## src/rtl/btb_predictor.sv

```systemverilog
// ---------------------------------------------------------------------------
// btb_predictor
//
// Purpose:
//   This is a direct-mapped branch target buffer with 2-bit saturating
//   counters for a two-stage (IF/ID) front end.
//   - In fetch, the table is looked up combinationally from pc_f to produce
//     the next fetch PC.
//   - In ID, the branch is resolved against the prediction that travelled
//     with the instruction. On a mismatch the fetched instruction is killed
//     and fetch is redirected.
//   - The table is trained in the same cycle as the resolution.
//
// Parameters:
//   ENTRIES  : table depth. Must be a power of two from 4 to 256.
//   INIT_CTR : counter value written when an entry is allocated.
//
// Ports:
//   clk             : single clock, rising-edge active
//   rst_n           : asynchronous active-low reset
//   pc_f            : fetch-stage PC
//   pred_pc_f       : predicted next fetch PC (combinational from pc_f)
//   pred_taken_f    : fetch predicts taken
//   stall_d         : holds the IF/ID register and blocks table/counter updates
//   branch_d        : ID instruction is a conditional branch
//   taken_d         : resolved branch outcome (ignored when branch_d=0)
//   target_d        : resolved branch target
//   flushbp         : kill the fetched instruction and redirect fetch
//   redirect_pc     : corrected fetch PC, valid while flushbp=1
//   lookup_cnt      : count of valid captures into the ID register
//   mispredict_cnt  : count of cycles with flushbp=1
// ---------------------------------------------------------------------------
module btb_predictor #(
  parameter int         ENTRIES  = 16,
  parameter logic [1:0] INIT_CTR = 2'b10
) (
  input  logic        clk,
  input  logic        rst_n,
  input  logic [31:0] pc_f,
  output logic [31:0] pred_pc_f,
  output logic        pred_taken_f,
  input  logic        stall_d,
  input  logic        branch_d,
  input  logic        taken_d,
  input  logic [31:0] target_d,
  output logic        flushbp,
  output logic [31:0] redirect_pc,
  output logic [31:0] lookup_cnt,
  output logic [31:0] mispredict_cnt
);

  localparam int IDX  = $clog2(ENTRIES);
  localparam int TAGW = 30 - IDX;

  // Table storage. Only the valid bits need a reset. Tag, target and
  // counter contents are never consulted unless the valid bit is set.
  logic [ENTRIES-1:0] valid_q;
  logic [TAGW-1:0]    tag_q    [ENTRIES];
  logic [31:0]        target_q [ENTRIES];
  logic [1:0]         ctr_q    [ENTRIES];

  // IF/ID prediction register
  logic        idValid_q, idValid_d;
  logic [31:0] idPc_q, idPc_d;
  logic        idHit_q, idHit_d;
  logic [31:0] idPredPc_q, idPredPc_d;

  // Performance counters
  logic [31:0] lookupCnt_q, lookupCnt_d;
  logic [31:0] mispCnt_q, mispCnt_d;

  // Fetch lookup
  logic [IDX-1:0]  fetchIdx;
  logic [TAGW-1:0] fetchTag;
  logic            fetchHit;
  logic [31:0]     fetchPcPlus4;

  // ID resolution
  logic [IDX-1:0]  idIdx;
  logic [TAGW-1:0] idTag;
  logic            idHitNow;
  logic            resolveEn;
  logic            actualTaken;
  logic [31:0]     idPcPlus4;
  logic [31:0]     actualNext;

  // Table write controls
  logic       allocEn;
  logic       invEn;
  logic       ctrWr;
  logic       tgtWr;
  logic [1:0] ctrCur;
  logic [1:0] ctrNew;

  // Fetch-side lookup. This path reads the registered table, so any write
  // made this cycle is seen by fetch only from the next cycle onward.
  always_comb begin
    fetchIdx     = pc_f[IDX+1:2];
    fetchTag     = pc_f[31:IDX+2];
    fetchHit     = valid_q[fetchIdx] && (tag_q[fetchIdx] == fetchTag);
    fetchPcPlus4 = pc_f + 32'd4;
    pred_taken_f = fetchHit && ctr_q[fetchIdx][1];
    pred_pc_f    = pred_taken_f ? target_q[fetchIdx] : fetchPcPlus4;
  end

  // ID-side resolution.
  // The fetch-time hit is re-qualified against the current table contents.
  // The previous instruction may have reallocated or invalidated the same
  // slot after this one was looked up. Counter training must never land on
  // an entry that now belongs to a different PC.
  always_comb begin
    idIdx       = idPc_q[IDX+1:2];
    idTag       = idPc_q[31:IDX+2];
    idHitNow    = idHit_q && valid_q[idIdx] && (tag_q[idIdx] == idTag);
    resolveEn   = idValid_q && !stall_d;
    actualTaken = branch_d && taken_d;
    idPcPlus4   = idPc_q + 32'd4;
    actualNext  = actualTaken ? target_d : idPcPlus4;
    redirect_pc = actualNext;
    flushbp     = resolveEn && (actualNext != idPredPc_q);
  end

  // Training decisions. The cases are mutually exclusive:
  // - train the counter on a hit branch;
  // - drop an entry that hit on a non-branch;
  // - allocate on a missed taken branch.
  always_comb begin
    allocEn = 1'b0;
    invEn   = 1'b0;
    ctrWr   = 1'b0;
    tgtWr   = 1'b0;
    ctrCur  = ctr_q[idIdx];
    ctrNew  = ctrCur;
    if (resolveEn) begin
      if (idHitNow && branch_d) begin
        ctrWr = 1'b1;
        tgtWr = taken_d;
        if (taken_d) begin
          ctrNew = (ctrCur == 2'b11) ? 2'b11 : ctrCur + 2'd1;
        end else begin
          ctrNew = (ctrCur == 2'b00) ? 2'b00 : ctrCur - 2'd1;
        end
      end else if (idHitNow && !branch_d) begin
        invEn = 1'b1;
      end else if (!idHitNow && actualTaken) begin
        allocEn = 1'b1;
      end
    end
  end

  // Next state for the IF/ID register and the counters.
  // A stall freezes everything. A flush inserts a bubble so the wrong-path
  // instruction is neither resolved nor counted as a lookup.
  always_comb begin
    idValid_d   = idValid_q;
    idPc_d      = idPc_q;
    idHit_d     = idHit_q;
    idPredPc_d  = idPredPc_q;
    lookupCnt_d = lookupCnt_q;
    mispCnt_d   = mispCnt_q;
    if (!stall_d) begin
      if (flushbp) begin
        idValid_d = 1'b0;
        mispCnt_d = mispCnt_q + 32'd1;
      end else begin
        idValid_d   = 1'b1;
        idPc_d      = pc_f;
        idHit_d     = fetchHit;
        idPredPc_d  = pred_pc_f;
        lookupCnt_d = lookupCnt_q + 32'd1;
      end
    end
  end

  // IF/ID register and counters. An asynchronous reset clears the valid bit,
  // so a resolution in progress produces no flush and no table write.
  always_ff @(posedge clk or negedge rst_n) begin
    if (!rst_n) begin
      idValid_q   <= 1'b0;
      idPc_q      <= 32'd0;
      idHit_q     <= 1'b0;
      idPredPc_q  <= 32'd0;
      lookupCnt_q <= 32'd0;
      mispCnt_q   <= 32'd0;
    end else begin
      idValid_q   <= idValid_d;
      idPc_q      <= idPc_d;
      idHit_q     <= idHit_d;
      idPredPc_q  <= idPredPc_d;
      lookupCnt_q <= lookupCnt_d;
      mispCnt_q   <= mispCnt_d;
    end
  end

  // Valid bits
  always_ff @(posedge clk or negedge rst_n) begin
    if (!rst_n) begin
      valid_q <= '0;
    end else if (allocEn) begin
      valid_q[idIdx] <= 1'b1;
    end else if (invEn) begin
      valid_q[idIdx] <= 1'b0;
    end
  end

  // Tag, target and counter storage. This block has no reset because the
  // valid bits gate every use of these fields.
  always_ff @(posedge clk) begin
    if (allocEn) begin
      tag_q[idIdx]    <= idTag;
      target_q[idIdx] <= target_d;
      ctr_q[idIdx]    <= INIT_CTR;
    end else begin
      if (ctrWr) begin
        ctr_q[idIdx] <= ctrNew;
      end
      if (tgtWr) begin
        target_q[idIdx] <= target_d;
      end
    end
  end

  assign lookup_cnt     = lookupCnt_q;
  assign mispredict_cnt = mispCnt_q;

endmodule
```

## config.mk

```make
export PLATFORM = sky130hd
export DESIGN_NAME = btb_predictor
export DESIGN_NICKNAME = d
export VERILOG_FILES = /design/src/rtl/btb_predictor.sv
export SDC_FILE = /design/constraint.sdc
export NUM_CORES = 2
export LEC_CHECK = 0
export CORE_MARGIN = 1
export CORE_UTILIZATION = 45
export CTS_CLUSTER_DIAMETER = 60
export CTS_CLUSTER_SIZE = 14
export DETAILED_ROUTE_END_ITERATION = 12
export GPL_TIMING_DRIVEN = 0
export PLACE_DENSITY = 0.72
export SETUP_SLACK_MARGIN = 0.2
export SYNTH_ARGS = -nofsm -noshare
export SYNTH_HDL_FRONTEND = slang
export SYNTH_SLANG_ARGS = --single-unit
```

## constraint.sdc

```tcl
create_clock -name clk -period 8.5 [get_ports clk]
set_input_delay 1.7 -clock clk [delete_from_list [all_inputs] [get_ports clk]]
set_output_delay 1.7 -clock clk [all_outputs]
set_load 0.02 [all_outputs]
```

After elaboration in Yosys (flattened, before gate mapping)
Memories as Yosys holds them, arrays and structs flattened.
Cells that the tools add are included.
Storage, ports and cells
  register bits after elaboration: 146
  bits in writable memories: 960
  bits of input ports: 69
  output and inout bits: 130
  word-level logic and storage cells: 85
  memories kept: 3
Memory list
  target_q: depth 16, width 32, read ports 1, clocked after memory_dff 0, write ports 1, line 59  | logic [31:0] target_q [ENTRIES];
  tag_q: depth 16, width 26, read ports 2, clocked after memory_dff 0, write ports 1, line 58  | logic [TAGW-1:0] tag_q [ENTRIES];
  ctr_q: depth 16, width 2, read ports 2, clocked after memory_dff 0, write ports 1, line 60  | logic [1:0] ctr_q [ENTRIES];
Operators by class
  add/sub/neg operators: 6
  magnitude comparators: 3
  eq/ne operators: 4
  multiplexer cells: 37
  bitwise operators: 7
  reductions and logical operators: 18
Operators by type and width (number)
  $mux 32: 3
  $add 32x1->32 const B: 2
  $add 32x3->32 const B: 2
  $eq 26x26->1: 2
  $mux 16: 2
  $ne 32x32->1: 1
  $mux 1: 23
  $and 16x16->16: 1
  $not 16->16: 1
  $or 16x16->16: 1
  $mux 2: 6
  $logic_and 1x1->1: 11
  $lt 4x5->1 const B: 2
  $bmux 1 s4: 2
  $demux 1 s4: 1
  $ge 4x1->1 const B: 1
  $reduce_and 2->1: 2
  $logic_not 1->1: 3
  $add 2x1->2 const B: 1
  $eq 2x2->1 const B: 1
  $logic_not 2->1: 1
  $not 1->1: 2
  $or 1x1->1: 2
  $reduce_bool 2->1: 1
  $sub 2x1->2 const B: 1

Logic depth before layout (Yosys ltp)
  depth in word-level cells: 13
  mapped depth: 19
  mapped depth without buffers: 12

Worst setup path before layout
OpenSTA, ideal clock, no wires.
  kind: in2out
  start: in pc_f[2]
  end: out pred_pc_f[25]
  data arrival time: 5357 ps
  required time: 6800 ps
  slack: 1443 ps
  cell stages on the path: 11
  path buffers: 8
  path through: buf_2 -> buf_2 -> buf_4 -> buf_4 -> buf_2 -> buf_4 -> clkbuf_1 -> buf_1 -> mux4_2 -> mux4_2 -> mux2_1
Between the ends
  word-level cells in the longest chain between the ends: 5
  elaborated cells between the ends (all ways): 10
  those cells by class: add/sub: 1; eq/ne: 1; mux: 3; reduce/logical: 2; memory: 3
RTL lines
  start: declaration: line 39  | input logic [31:0] pc_f,
  $mem_v2 16x26 / $bmux 1 s4 (equally long branches)
  $eq 26x26->1 / $mux 1 (equally long branches): line 100  | fetchHit = valid_q[fetchIdx] && (tag_q[fetchIdx] == fetchTag);
  $logic_and 1x1->1: line 100
  $logic_and 1x1->1: line 102  | pred_taken_f = fetchHit && ctr_q[fetchIdx][1];
  $mux 32 (*): line 103  | pred_pc_f = pred_taken_f ? target_q[fetchIdx] : fetchPcPlus4;
  end: declaration: line 40  | output logic [31:0] pred_pc_f,
Mark *: on every way between the ends. The rest lies on a longest branch, timed or not. The select of a mux whose other input is x is not followed.

Final worst setup path
  start: in pc_f[5]
  end: out pred_pc_f[5]
The elaborated chain is that of the path after synthesis.

==> summary.txt <==
Power
  • Part of the total power dissipated in combinational logic: 0.199
  • Clock network power share: 0.314
  • Worst vdd rail ir drop: between 0.15 and 0.2 mV
  • Leakage power summed over all cells: around 19 nW
  • Cell Int Power: 9.44 mW
  • Share of power burned in registers: 0.487
  • Power Total: 13.4 mW
  • Switching Power: 4.00 mW
  • Share of total power consumed by net switching: 0.298
  • Power per cell area: 229 nW/um^2

Cells and area
  • Layout Cells excl Fill: between 4000 and 5000
  • Commonest cells after routing, fill and taps aside: sky130_fd_sc_hd__edfxtp_1, sky130_fd_sc_hd__mux4_2, sky130_fd_sc_hd__clkdlybuf4s50_1
  • Total of fill cells in the finished design: 8787
  • Layout Area Growth over Synthesis: 16.0%
  • Area occupied by registers: 32500 um^2
  • Post-Layout Inst Area: 58600 um^2
  • Most common library cell in the layout ignoring fill and taps: sky130_fd_sc_hd__edfxtp_1
  • Multi-input gate area: 17300 um^2
  • Final net count: between 3000 and 4000
  • Final core utilization: 0.528
  • Share of cells above drive strength 1: 0.233

Route
  • Pre-Repair DR Iteration Count: 6
  • Iter 0 DRT Violations: 5140
  • Number of design rule violations left after detail routing: 0
  • Via count: 31917
  • Mean routed wirelength per cell: 35.1 um
  • Via/cell ratio: 6.65
  • Antenna viol nets, final: 0
  • Post-detailed-routing wire length: 169 mm

Logic synthesis
  • Synthesized area per cell: around 17 um^2
  • Async S/R FF share, synth: 0.132
  • Share of the synthesized area in the top cell type: 0.571
  • Sequential element share of the synthesized area: 0.643
  • Post-Synthesis Cells: between 2000 and 3000
  • Syn. warnings: 0
  • Net Count, Synth: 3005
  • Post-Syn Area: around 50000 um^2
  • Biggest area contributors in the synthesized netlist: sky130_fd_sc_hd__edfxtp_1, sky130_fd_sc_hd__mux4_2, sky130_fd_sc_hd__dfrtp_1
  • Cell type with the highest aggregate area in the netlist: sky130_fd_sc_hd__edfxtp_1
  • Post-synthesis sequential element count: ~1100
  • Number of enable-type register cells in the synthesized netlist: 960
  • Most frequently used flop master after synthesis: sky130_fd_sc_hd__edfxtp_1
  • Count of distinct cell types in the synthesized netlist: 82

Place
  • Cells after DPL: 4638
  • Estimated wirelength of the detail-placed design: about 120 mm
  • Last weighted congestion value of the routability-driven placer: roughly 1.0
  • Number of buffer cells added on primary ports: 185
  • Placed Area: 55300 um^2
  • Worst slack, placed: -2.12 ns

Timing
  • Total Neg Setup Slack: 0 ns
  • Time the worst path needs with I/O delays and setup: approximately 8.3 ns
  • Fmax: between 0.1 and 0.15 GHz
  • Final Cycle Share: 0.974
  • Final setup fails: 0
  • Skew final: 0.0259 ns
  • Final hold vios: 0
  • Worst slew margin relative to its limit: -0.0521
  • Final WS setup: 0.225 ns
  • Measured slew at the worst slew-check pin: 1.58 ns
  • Max-slew violations: 11
  • RSZ-0062 raised after global routing: yes
  • Hold Slack: approximately 0.47 ns

Global routing
  • Via count of the first global-routing pass: 30898
  • Global route total overflow: 0
  • Overall global routing resource usage: 0.298
  • Global-route wire length before repair: between 200 and 250 mm
  • Maximum number of pins on one net before global-route repair: 90
  • Initial antenna violation count: 15

Floorplanning
  • Effective utilization at floorplan: 0.455
  • I/O pins: about 200
  • Die boundary width: between 300 and 400 um
  • CORE AREA: between 100000 and 150000 um^2
  • Die area: 114000 um^2
  • Core Rows: 122
  • Overall die height: ~340 um

Clock tree
  • Number of CTS-inserted buffers: 96
  • Maximum level of the CTS H-tree: 3
  • TritonCTS clock tree: yes
  • CTS root buf: sky130_fd_sc_hd__clkbuf_16
  • Clock tree buffer depth: 3
  • Clock latency on the worst-skew pair: 0.72 ns
  • Cts hold-fix bufs: 0
  • CTS clock-pin slew for the worst setup and hold paths: 0.06 ns
  • Clock sink count: around 1100

Setup path
  • Highest cell delay on the worst timing path: 0.70 ns
  • Crit path capture type: primary output
  • Required arrival time at the worst endpoint: roughly 6.8 ns
  • Worst R2R Path Depth: 15
  • CP Launch Type: input pin
  • Critical-path cell list: clkdlybuf4s50_1 > inv_1 > clkbuf_1 > nand2_1 > o221ai_2 > xor2_1 > nand4_1 > nor4_4 > and4b_2 > buf_4 > buf_4 > mux2_2 > dlygate4sd2_1
  • Worst endpoint data arrival time: 6.58 ns
  • Biggest fanout along the worst timing path: 10
  • Crit path kind: input pin to primary output
  • Cell occurring most often along the worst timing path: sky130_fd_sc_hd__buf_4
  • Slowest stage cell, crit path: sky130_fd_sc_hd__clkbuf_1

Hold path
  • Hold Path Class: register to register
  • Hold path cells: 1

Run status
  • Run status: finished with violations
  • Violations in the final reports: max-capacitance violations, max-slew violations

Run
  • Number of maximum-capacitance violations: 1
## registers in the layout, indices dropped and copies added, names as in the netlist, named ones only
register,cells
idPc_q,32
ctr_q,32
target_q,512
idValid_q,1
tag_q,416
lookup_cnt,32
mispredict_cnt,32
idPredPc_q,32
idHit_q,1
## worst max-delay path, delay by kind of cell
family / cells / cell delay [ns]
buffers and inverters: 6 / 2.23
and+or+nand+nor: 4 / 1.51
muxes: 1 / 0.47
AOI/OAI and AO/OA: 1 / 0.42
xor gates and xnor gates: 1 / 0.23
## cell families after synthesis
kind of cell / synth area share
AOI/OAI and AO/OA: 0.0361
xor gates and xnor gates: 0.0321
adders and majority gates: 0.00193
buffers and inverters: 0.0201
DFF: 0.643
muxes: 0.212
and+or+nand+nor: 0.0546
## worst paths after layout
kind	startpoint	endpoint	slack, ns
max in group asynchronous	rst_n	idPredPc_q[1]	6.70
min in group asynchronous	rst_n	mispredict_cnt[27]	0.92
setup reg to reg	idPc_q[3]	tag_q[11][13]	1.51
hold reg to reg	lookup_cnt[31]	lookup_cnt[31]	0.47
setup / recovery	pc_f[5]	pred_pc_f[5]	0.22
hold / removal	lookup_cnt[31]	lookup_cnt[31]	0.47
## Yosys cell counts (all sizes together), types with 9 or more instances
library cell and number:
nor2b 14, nand2 123, or3 13, edfxtp 960
xnor2 124, mux4 386, buf 90, nor3 33
inv 51, a31oi 17, nand4 44, and4 13
nor4 21, o22ai 31, clkbuf 104, nand2b 13
o211ai 11, mux2i 64, o21ai 94, nand3 62
xor2 56, and2 15, a22oi 10, a21oi 39
or4 9, dfrtp 146, nor2 115, a211oi 17
mux2 121, and3 30
## routing by layer
metal | vias to the layer above | part of all wire | global-route usage
met4 | 10 | 0.040 | 0.106
met2 | 2350 | 0.46 | 0.455
li1 | 12506 | - | -
met1 | 16678 | 0.37 | 0.404
met3 | 373 | 0.13 | 0.0907
met5 | - | 0.00033 | 0
## final cells by class
type,count,share of cell area
Sequential cell,1106,0.554
Multi-Input combinational cell,1577,0.296
Timing Repair Buffer,223,0.0456
Clock buffer,132,0.0442
Tap cell,1488,0.0318
Buffer,193,0.0194
Clock inverter,28,0.00510
Inverter,52,0.00342
Antenna cell,3,0.000128
## timing repair
action                                 4_1_cts  5_1_grt
pin swaps                                    6        2
endpoints found under the hold margin        0        0
setup endpoints to repair                   34       34
setup buffers                                2        0
resized for setup                          187       22
gates cloned                                 0        0
## power by group through the flow
stage               sequential [mW]  combinational (mW)  clock, mW
global route                   6.56                2.75       4.43
floorplan                      6.54                1.49          0
CTS                            6.52                2.59       4.26
finish                         6.54                2.67       4.22
global placement               6.63                2.51          0
detailed placement             6.64                2.56          0
(Power assumes the default switching activity.)
